--- config.mk ---
export PLATFORM = sky130hd
export DESIGN_NAME = led_matrix_scanner
export DESIGN_NICKNAME = d
export VERILOG_FILES = /design/src/rtl/led_matrix_scanner.sv
export SDC_FILE = /design/constraint.sdc
export NUM_CORES = 1
export LEC_CHECK = 0
export BUFFER_PORTS_ARGS = -buffer_cell sky130_fd_sc_hd__buf_2
export CORE_ASPECT_RATIO = 1.75
export CORE_UTILIZATION = 30
export CTS_BUF_LIST = sky130_fd_sc_hd__clkbuf_4
export CTS_CLUSTER_SIZE = 40
export DETAILED_ROUTE_END_ITERATION = 6
export HOLD_SLACK_MARGIN = 0.08
export PLACE_DENSITY = 0.57
export SLEW_MARGIN = 20
export SYNTH_ARGS = -nofsm -noshare
export SYNTH_HDL_FRONTEND = slang
export SYNTH_SLANG_ARGS = --single-unit
--- constraint.sdc ---
create_clock -name clk -period 3.51 [get_ports clk]
set_clock_uncertainty 0.1 [all_clocks]
set_input_delay 0.351 -clock clk [delete_from_list [all_inputs] [get_ports clk]]
set_output_delay 0.351 -clock clk [all_outputs]
set_load 0.1 [all_outputs]
--- src/rtl/led_matrix_scanner.sv ---
// Column-scan driver for a 16x16 LED matrix.
// Double-buffered patterns swap only at frame wrap, so frames never tear.
module led_matrix_scanner #(
    parameter int CLK_DIV = 1000,
    parameter int BLANK   = 2
) (
    input  logic         clk,
    input  logic         rst_n,
    input  logic         en,
    input  logic [255:0] pattern,
    input  logic         load,
    output logic [15:0]  col_sel,
    output logic [15:0]  row_data,
    output logic         frame_done,
    output logic         load_ack
);

    localparam int TW = (CLK_DIV > 2) ? $clog2(CLK_DIV) : 1;
    localparam logic [TW-1:0] TICK_MAX = TW'(CLK_DIV - 1);
    localparam logic [TW-1:0] BLANK_T  = TW'(BLANK);

    typedef enum logic [1:0] {
        S_IDLE,
        S_BLANK,
        S_DRIVE
    } state_t;

    state_t         r_state;
    logic [3:0]     r_col;
    logic [TW-1:0]  r_tick;
    logic [255:0]   r_shadow;
    logic [255:0]   r_display;
    logic           r_pending;

    state_t         w_state_nxt;
    logic [3:0]     w_col_nxt;
    logic [TW-1:0]  w_tick_nxt;
    logic           w_wrap;
    logic           w_swap;
    logic           w_pending_nxt;
    logic [255:0]   w_disp_nxt;
    logic [15:0]    w_row;

    always_ff @(posedge clk or negedge rst_n) begin
        if (!rst_n) begin
            r_state <= S_IDLE;
            r_col   <= 4'd0;
            r_tick  <= '0;
        end else begin
            r_state <= w_state_nxt;
            r_col   <= w_col_nxt;
            r_tick  <= w_tick_nxt;
        end
    end

    always_comb begin
        w_state_nxt = r_state;
        w_col_nxt   = r_col;
        w_tick_nxt  = r_tick;
        w_wrap      = 1'b0;
        if (!en) begin
            w_state_nxt = S_IDLE;
            w_col_nxt   = 4'd0;
            w_tick_nxt  = '0;
        end else begin
            case (r_state)
                S_IDLE: begin
                    w_col_nxt   = 4'd0;
                    w_tick_nxt  = '0;
                    w_state_nxt = (BLANK > 0) ? S_BLANK : S_DRIVE;
                end
                default: begin
                    if (r_tick == TICK_MAX) begin
                        w_tick_nxt = '0;
                        w_col_nxt  = r_col + 4'd1;
                        w_wrap     = (r_col == 4'hF);
                    end else begin
                        w_tick_nxt = r_tick + 1'b1;
                    end
                    w_state_nxt = (w_tick_nxt < BLANK_T) ? S_BLANK : S_DRIVE;
                end
            endcase
        end
    end

    // A load on the swap edge refills shadow and keeps pending set.
    always_comb begin
        w_swap        = r_pending && (w_wrap || (r_state == S_IDLE));
        w_pending_nxt = load | (r_pending & ~w_swap);
        w_disp_nxt    = w_swap ? r_shadow : r_display;
        w_row         = w_disp_nxt[{w_col_nxt, 4'b0000} +: 16];
    end

    always_ff @(posedge clk or negedge rst_n) begin
        if (!rst_n) begin
            r_shadow  <= '0;
            r_display <= '0;
            r_pending <= 1'b0;
        end else begin
            if (load) begin
                r_shadow <= pattern;
            end
            r_display <= w_disp_nxt;
            r_pending <= w_pending_nxt;
        end
    end

    always_ff @(posedge clk or negedge rst_n) begin
        if (!rst_n) begin
            col_sel    <= 16'h0;
            row_data   <= 16'h0;
            frame_done <= 1'b0;
            load_ack   <= 1'b0;
        end else begin
            col_sel    <= (w_state_nxt == S_DRIVE) ? (16'h1 << w_col_nxt) : 16'h0;
            row_data   <= (w_state_nxt == S_DRIVE) ? w_row : 16'h0;
            frame_done <= w_wrap;
            load_ack   <= w_swap;
        end
    end

endmodule

==> results of run 1 <==
-- stage by stage --
stage / utilization (%) / hold slack [ns]
after global placement: 34.2 / 0.287
after floorplan: - / -0.0446
after detailed placement: 34.2 / 0.294
-- Yosys cell counts (2+ instances only) --
| master | n |
|---|---|
| sky130_fd_sc_hd__mux2_1 | 3 |
| sky130_fd_sc_hd__xor2_1 | 4 |
| sky130_fd_sc_hd__nand3_1 | 8 |
| sky130_fd_sc_hd__and3_1 | 2 |
| sky130_fd_sc_hd__nor3_1 | 5 |
| sky130_fd_sc_hd__inv_1 | 2 |
| sky130_fd_sc_hd__ha_1 | 2 |
| sky130_fd_sc_hd__a211o_1 | 2 |
| sky130_fd_sc_hd__nor3b_1 | 2 |
| sky130_fd_sc_hd__a21oi_1 | 12 |
| sky130_fd_sc_hd__buf_2 | 35 |
| sky130_fd_sc_hd__nor2b_1 | 2 |
| sky130_fd_sc_hd__nand4_1 | 16 |
| sky130_fd_sc_hd__nand4b_1 | 16 |
| sky130_fd_sc_hd__and2_1 | 2 |
| sky130_fd_sc_hd__buf_6 | 5 |
| sky130_fd_sc_hd__xnor2_1 | 5 |
| sky130_fd_sc_hd__a222oi_1 | 4 |
| sky130_fd_sc_hd__nor2_1 | 29 |
| sky130_fd_sc_hd__o21ai_0 | 4 |
| sky130_fd_sc_hd__nor4_1 | 31 |
| sky130_fd_sc_hd__a31oi_1 | 3 |
| sky130_fd_sc_hd__nand4bb_1 | 14 |
| sky130_fd_sc_hd__o22a_1 | 47 |
| sky130_fd_sc_hd__o22ai_1 | 78 |
| sky130_fd_sc_hd__a22o_1 | 2 |
| sky130_fd_sc_hd__buf_4 | 9 |
| sky130_fd_sc_hd__clkbuf_1 | 51 |
| sky130_fd_sc_hd__buf_1 | 3 |
| sky130_fd_sc_hd__o21bai_1 | 2 |
| sky130_fd_sc_hd__dfrtp_1 | 563 |
| sky130_fd_sc_hd__or2_2 | 2 |
| sky130_fd_sc_hd__mux2_2 | 509 |
| sky130_fd_sc_hd__nand2_1 | 11 |
-- cell families after synthesis --
family | Yosys count | share of synthesized area, %
DFF | 563 | 62.2
muxes | 512 | 25.4
AOI/OAI and AO/OA | 164 | 5.30
and+or+nand+nor | 151 | 4.37
buffers and inverters | 106 | 2.26
xor gates and xnor gates | 9 | 0.348
adders and majority gates | 2 | 0.110
==> results.txt, run 1 <==
----------------------------------------------------
[Place]
  Cell area after placement ... 25,600 um^2
  RePlAce Congestion ... 0.790
  Placed instance count ... 2,712
  Count of input and output buffers ... 293
  Post-Place Setup Slack ... 0.232 ns
  Detailed-placement wirelength estimate ... 47,900 um

[Logic synthesis]
  Total standard cell area after synthesis ... 22,700 um^2
  Biggest area consumer among synthesized cells ... sky130_fd_sc_hd__dfrtp_1
  Per-instance average area after synthesis ... 15.0 um^2
  Cells after Synth ... 1,507
  Most frequently used flop master after synthesis ... sky130_fd_sc_hd__dfrtp_1
  Number of distinct standard cells referenced by the synthesized netlist ... 56
  Post-synth net total ... 1,769
  Area fraction of the dominant cell type after synthesis ... 62.2%
  Portion of the post-synthesis area used by sequential elements ... 62.2%
  Post-synthesis sequential element count ... 563
  Count of synthesis-stage warnings from yosys ... 0
  Post-synthesis async set-or-reset flop share ... 100%
  Post-synth EDFFs ... 0
  Top post-synthesis cells by area ... sky130_fd_sc_hd__dfrtp_1 62%, sky130_fd_sc_hd__mux2_2 25%, sky130_fd_sc_hd__o22ai_1 2.2%

[Floorplanning]
  Die Width ... 210 um
  I/O pin total ... 294
  Starting density of the core ... 30.3%
  FP Rows ... 133
  Die outline height ... 366 um

[Run status]
  Stage at which the run stopped ... 4_1_cts
  Run status ... stopped before the end
  Error message ... [ERROR RSZ-0060] Max buffer count reached.

[CTS]
  H-tree level count ... 4
  Post-CTS Setup Inserts ... 0
  Post-cts hold buffer count ... 593
  Largest buffer count on any clock path ... 3
  Post-cts gate resize count ... 0
  Root buf cell ... sky130_fd_sc_hd__clkbuf_4
  Clock net sink count ... 563
  Clock buffers created by TritonCTS ... 141

----------------------------------------------------
==> run 2: changes to the inputs <==
Settings changed: CORE_ASPECT_RATIO 1.75 to unset, CORE_UTILIZATION 30 to 20, CTS_BUF_LIST sky130_fd_sc_hd__clkbuf_4 to unset, CTS_CLUSTER_SIZE 40 to unset, HOLD_SLACK_MARGIN 0.08 to unset, PLACE_DENSITY 0.57 to unset, PLACE_DENSITY_LB_ADDON set to 0.15.
==> run 2 against run 1 <==
  * The run now ends clean
  * Area after synthesis unchanged
  * Synthesized cell count unchanged
==> results.txt, run 2 <==
----------------------------------------------------
[CTS]
  Clock net sink count ... 563
  Root buf cell ... sky130_fd_sc_hd__clkbuf_16
  Clock buffers created by TritonCTS ... 73
  H-tree level count ... 3
  Source-to-sink clock delay at the later pin of the worst-skew pair ... 0.64 ns
  CTS tree ... yes
  Post-CTS Setup Inserts ... 0
  Largest buffer count on any clock path ... 3
  Clock input transition at the sequential cells of the worst setup and hold paths ... 0.06 ns

[Critical path]
  Worst setup startpoint ... r_tick[0]
  Critical R2R Launch ... r_tick[0]
  Type of destination of the critical path ... flop
  Startpoint Class ... flop
  Arrival @ worst endpoint ... 3.66 ns
  Kind of critical path ... reg2reg
  Required time of the critical path ... 3.90 ns
  Maximum fanout encountered on the critical timing path ... 30

[Floorplanning]
  Die Width ... 339 um
  Starting density of the core ... 20.2%
  Die outline height ... 339 um
  I/O pin total ... 294
  Area inside the core boundary ... 112,000 um^2
  FP Rows ... 123
  Full die area ... 115,000 um^2

[Finish]
  Non-filler instance count after layout ... 3,650
  Footprint of the multi-input gates ... 8150 um^2
  Register area ... 14,100 um^2
  Total of fill cells in the finished design ... 11,534
  Net count reported at finish ... 2,357
  Layout area overhead ... 38.3%
  Post-route core utilization ... 27.9%
  Commonest non-fill, non-tap cells in the layout ... 563 x sky130_fd_sc_hd__dfrtp_1, 509 x sky130_fd_sc_hd__mux2_2, 291 x sky130_fd_sc_hd__buf_2
  Registers with the most flip-flops ... r_display x256, r_shadow x256
  Ratio of cells with drive above 1 in the final layout ... 46.8%
  Most frequent standard cell in the layout excluding fill and tap cells ... sky130_fd_sc_hd__dfrtp_1

[Logic synthesis]
  Most frequently used flop master after synthesis ... sky130_fd_sc_hd__dfrtp_1
  Top post-synthesis cells by area ... sky130_fd_sc_hd__dfrtp_1 62%, sky130_fd_sc_hd__mux2_2 25%, sky130_fd_sc_hd__o22ai_1 2.2%
  Post-synth EDFFs ... 0
  Area fraction of the dominant cell type after synthesis ... 62.2%
  Most frequent cell after synthesis ... sky130_fd_sc_hd__dfrtp_1
  Portion of the post-synthesis area used by sequential elements ... 62.2%
  Cells after Synth ... 1,507
  Cell types with the highest counts after synthesis ... 563 x sky130_fd_sc_hd__dfrtp_1, 509 x sky130_fd_sc_hd__mux2_2, 78 x sky130_fd_sc_hd__o22ai_1
  Number of distinct standard cells referenced by the synthesized netlist ... 56
  Post-synthesis async set-or-reset flop share ... 100%
  Biggest area consumer among synthesized cells ... sky130_fd_sc_hd__dfrtp_1
  Count of synthesis-stage warnings from yosys ... 0
  Post-synthesis sequential element count ... 563
  Per-instance average area after synthesis ... 15.0 um^2
  Post-synth net total ... 1,769
  Total standard cell area after synthesis ... 22,700 um^2

[Routing]
  Highest signal layer in the routed design ... met4
  Number of routed nets with antenna violations ... 0
  Violation count after the first detailed-route iteration ... 685
  Total DRC errors in the routed layout ... 0
  Routed vias ... 14,957
  Vias/cell ... 4.10
  Final wirelength ... 76,300 um
  Post-route met1 wirelength ... 34,700 um
  Metal2 WL ... 37,000 um
  DR WL met3 ... 2780 um
  Number of optimization iterations in the first detailed-route pass ... 4
  WL per Instance ... 20.9 um

[Global routing]
  Pin count of the biggest net entering global routing ... 98
  Global-route wire length before repair ... 114,000 um
  Number of antenna violations at the first check in global routing ... 3
  Total global routing track utilization ... 13.4%
  Overflow left after global routing ... 0
  Number of global-route vias before repair ... 16,604

[Run status]
  Run status ... finished clean

[Power]
  Peak supply drop ... 0.000390 V
  Leak ... 13.1 nW
  Total power per unit cell area ... 580 nW/um^2

[Place]
  Placed instance count ... 3,262
  Count of input and output buffers ... 293
  RePlAce Congestion ... 0.731
  Detailed-placement wirelength estimate ... 52,300 um

[Job]
  Reported max-cap violation count ... 0

[STA]
  Worst-margin pin slew ... 0.700 ns
  Max Fclk ... 0.306 GHz
  Shortest clock period the worst path allows after layout ... 3.27 ns
  Max Transition Viols Final ... 0
  Final period utilization ... 93.1%
  RSZ-0062 raised after global routing ... false
  Hold Vio Cnt, Final ... 0
  Worst rel slew slack ... 52.9%
  Count of final setup violators ... 0

[Min path]
  Type of the tightest min-delay check ... in2reg
  Startpoint of the lowest-slack hold path ... load

----------------------------------------------------
## run 2: layout make-up
cell class	count	area share [%]
diodes	2	0.0160
clock buffers	102	6.66
clock inverters	26	0.854
inverters	3	0.0359
multi-input cells	838	26.0
flip-flops and latches	563	45.0
well taps	1500	5.99
repair buffers	616	15.5
## run 2: cell families (layout without fill, tap and decap cells)
family	Yosys count	in the layout	synth area share [%]
compound gates	164	164	5.30
xor+xnor	9	9	0.348
fa+ha+maj	2	2	0.110
buf+inv	106	747	2.26
flops	563	563	62.2
mux	512	512	25.4
other cells	0	2	0
simple gates	151	151	4.37
## run 2: per-layer routing
metal  GRT usage, %  up-vias
li1               -     6782
met1           17.8     7768
met2           22.2      312
met3           2.43       95
met4           3.84        0
met5              0        -
## run 2: path summary, 6_finish.rpt
path	to	slack (ns)	cells past startpoint
worst max-delay path	row_data[6]	0.24	11
worst min-delay path	r_pending	0.17	2
worst max register to register	row_data[6]	0.24	11
worst min register to register	r_display[29]	0.39	1
max in group asynchronous	r_shadow[169]	2.04	3
min in group asynchronous	r_display[189]	0.18	2
## run 2: repair_timing
action | CTS | global route
endpoints found under the setup margin | 3 | 4
hold buffers | 258 | 0
gates resized for setup | 4 | 4
endpoints found under the hold margin | 311 | 0
## run 2: worst max-delay path, stage by stage, from the launching register on
cell	delay [ns]
sky130_fd_sc_hd__dfrtp_1	0.40
sky130_fd_sc_hd__ha_1	0.30
sky130_fd_sc_hd__and2_1	0.23
sky130_fd_sc_hd__nand3_2	0.20
sky130_fd_sc_hd__o21ai_4	0.28
sky130_fd_sc_hd__buf_12	0.17
sky130_fd_sc_hd__buf_12	0.21
sky130_fd_sc_hd__mux2_2	0.38
sky130_fd_sc_hd__o22ai_1	0.36
sky130_fd_sc_hd__nor4_1	0.10
sky130_fd_sc_hd__buf_4	0.18
sky130_fd_sc_hd__nand4bb_1	0.18
## run 2: power by group
part	switching, W	internal [W]	leakage [nW]
registers	0.000396	0.00762	6.70
logic	0.00124	0.00153	5.25
clock network	0.00301	0.00438	1.14
total	0.00465	0.0135	13.1
## run 2: per-stage QoR
stage	total power, W	setup TNS, ns	worst slack, ns	hold slack, ns	cell area (um^2)
3_5_place_dp	0.0107	-0.245	-0.0924	0.294	26400
2_1_floorplan	0.00976	0	0.825	-0.0446	22700
6_report	0.0182	0	0.241	0.172	31300
3_3_place_gp	0.0107	-0.494	-0.195	0.303	26400
5_1_grt	0.0191	0	0.0103	0.138	31300
4_1_cts	0.0186	0	0.0144	0.113	31300
Power figures use the tool's default switching activity.
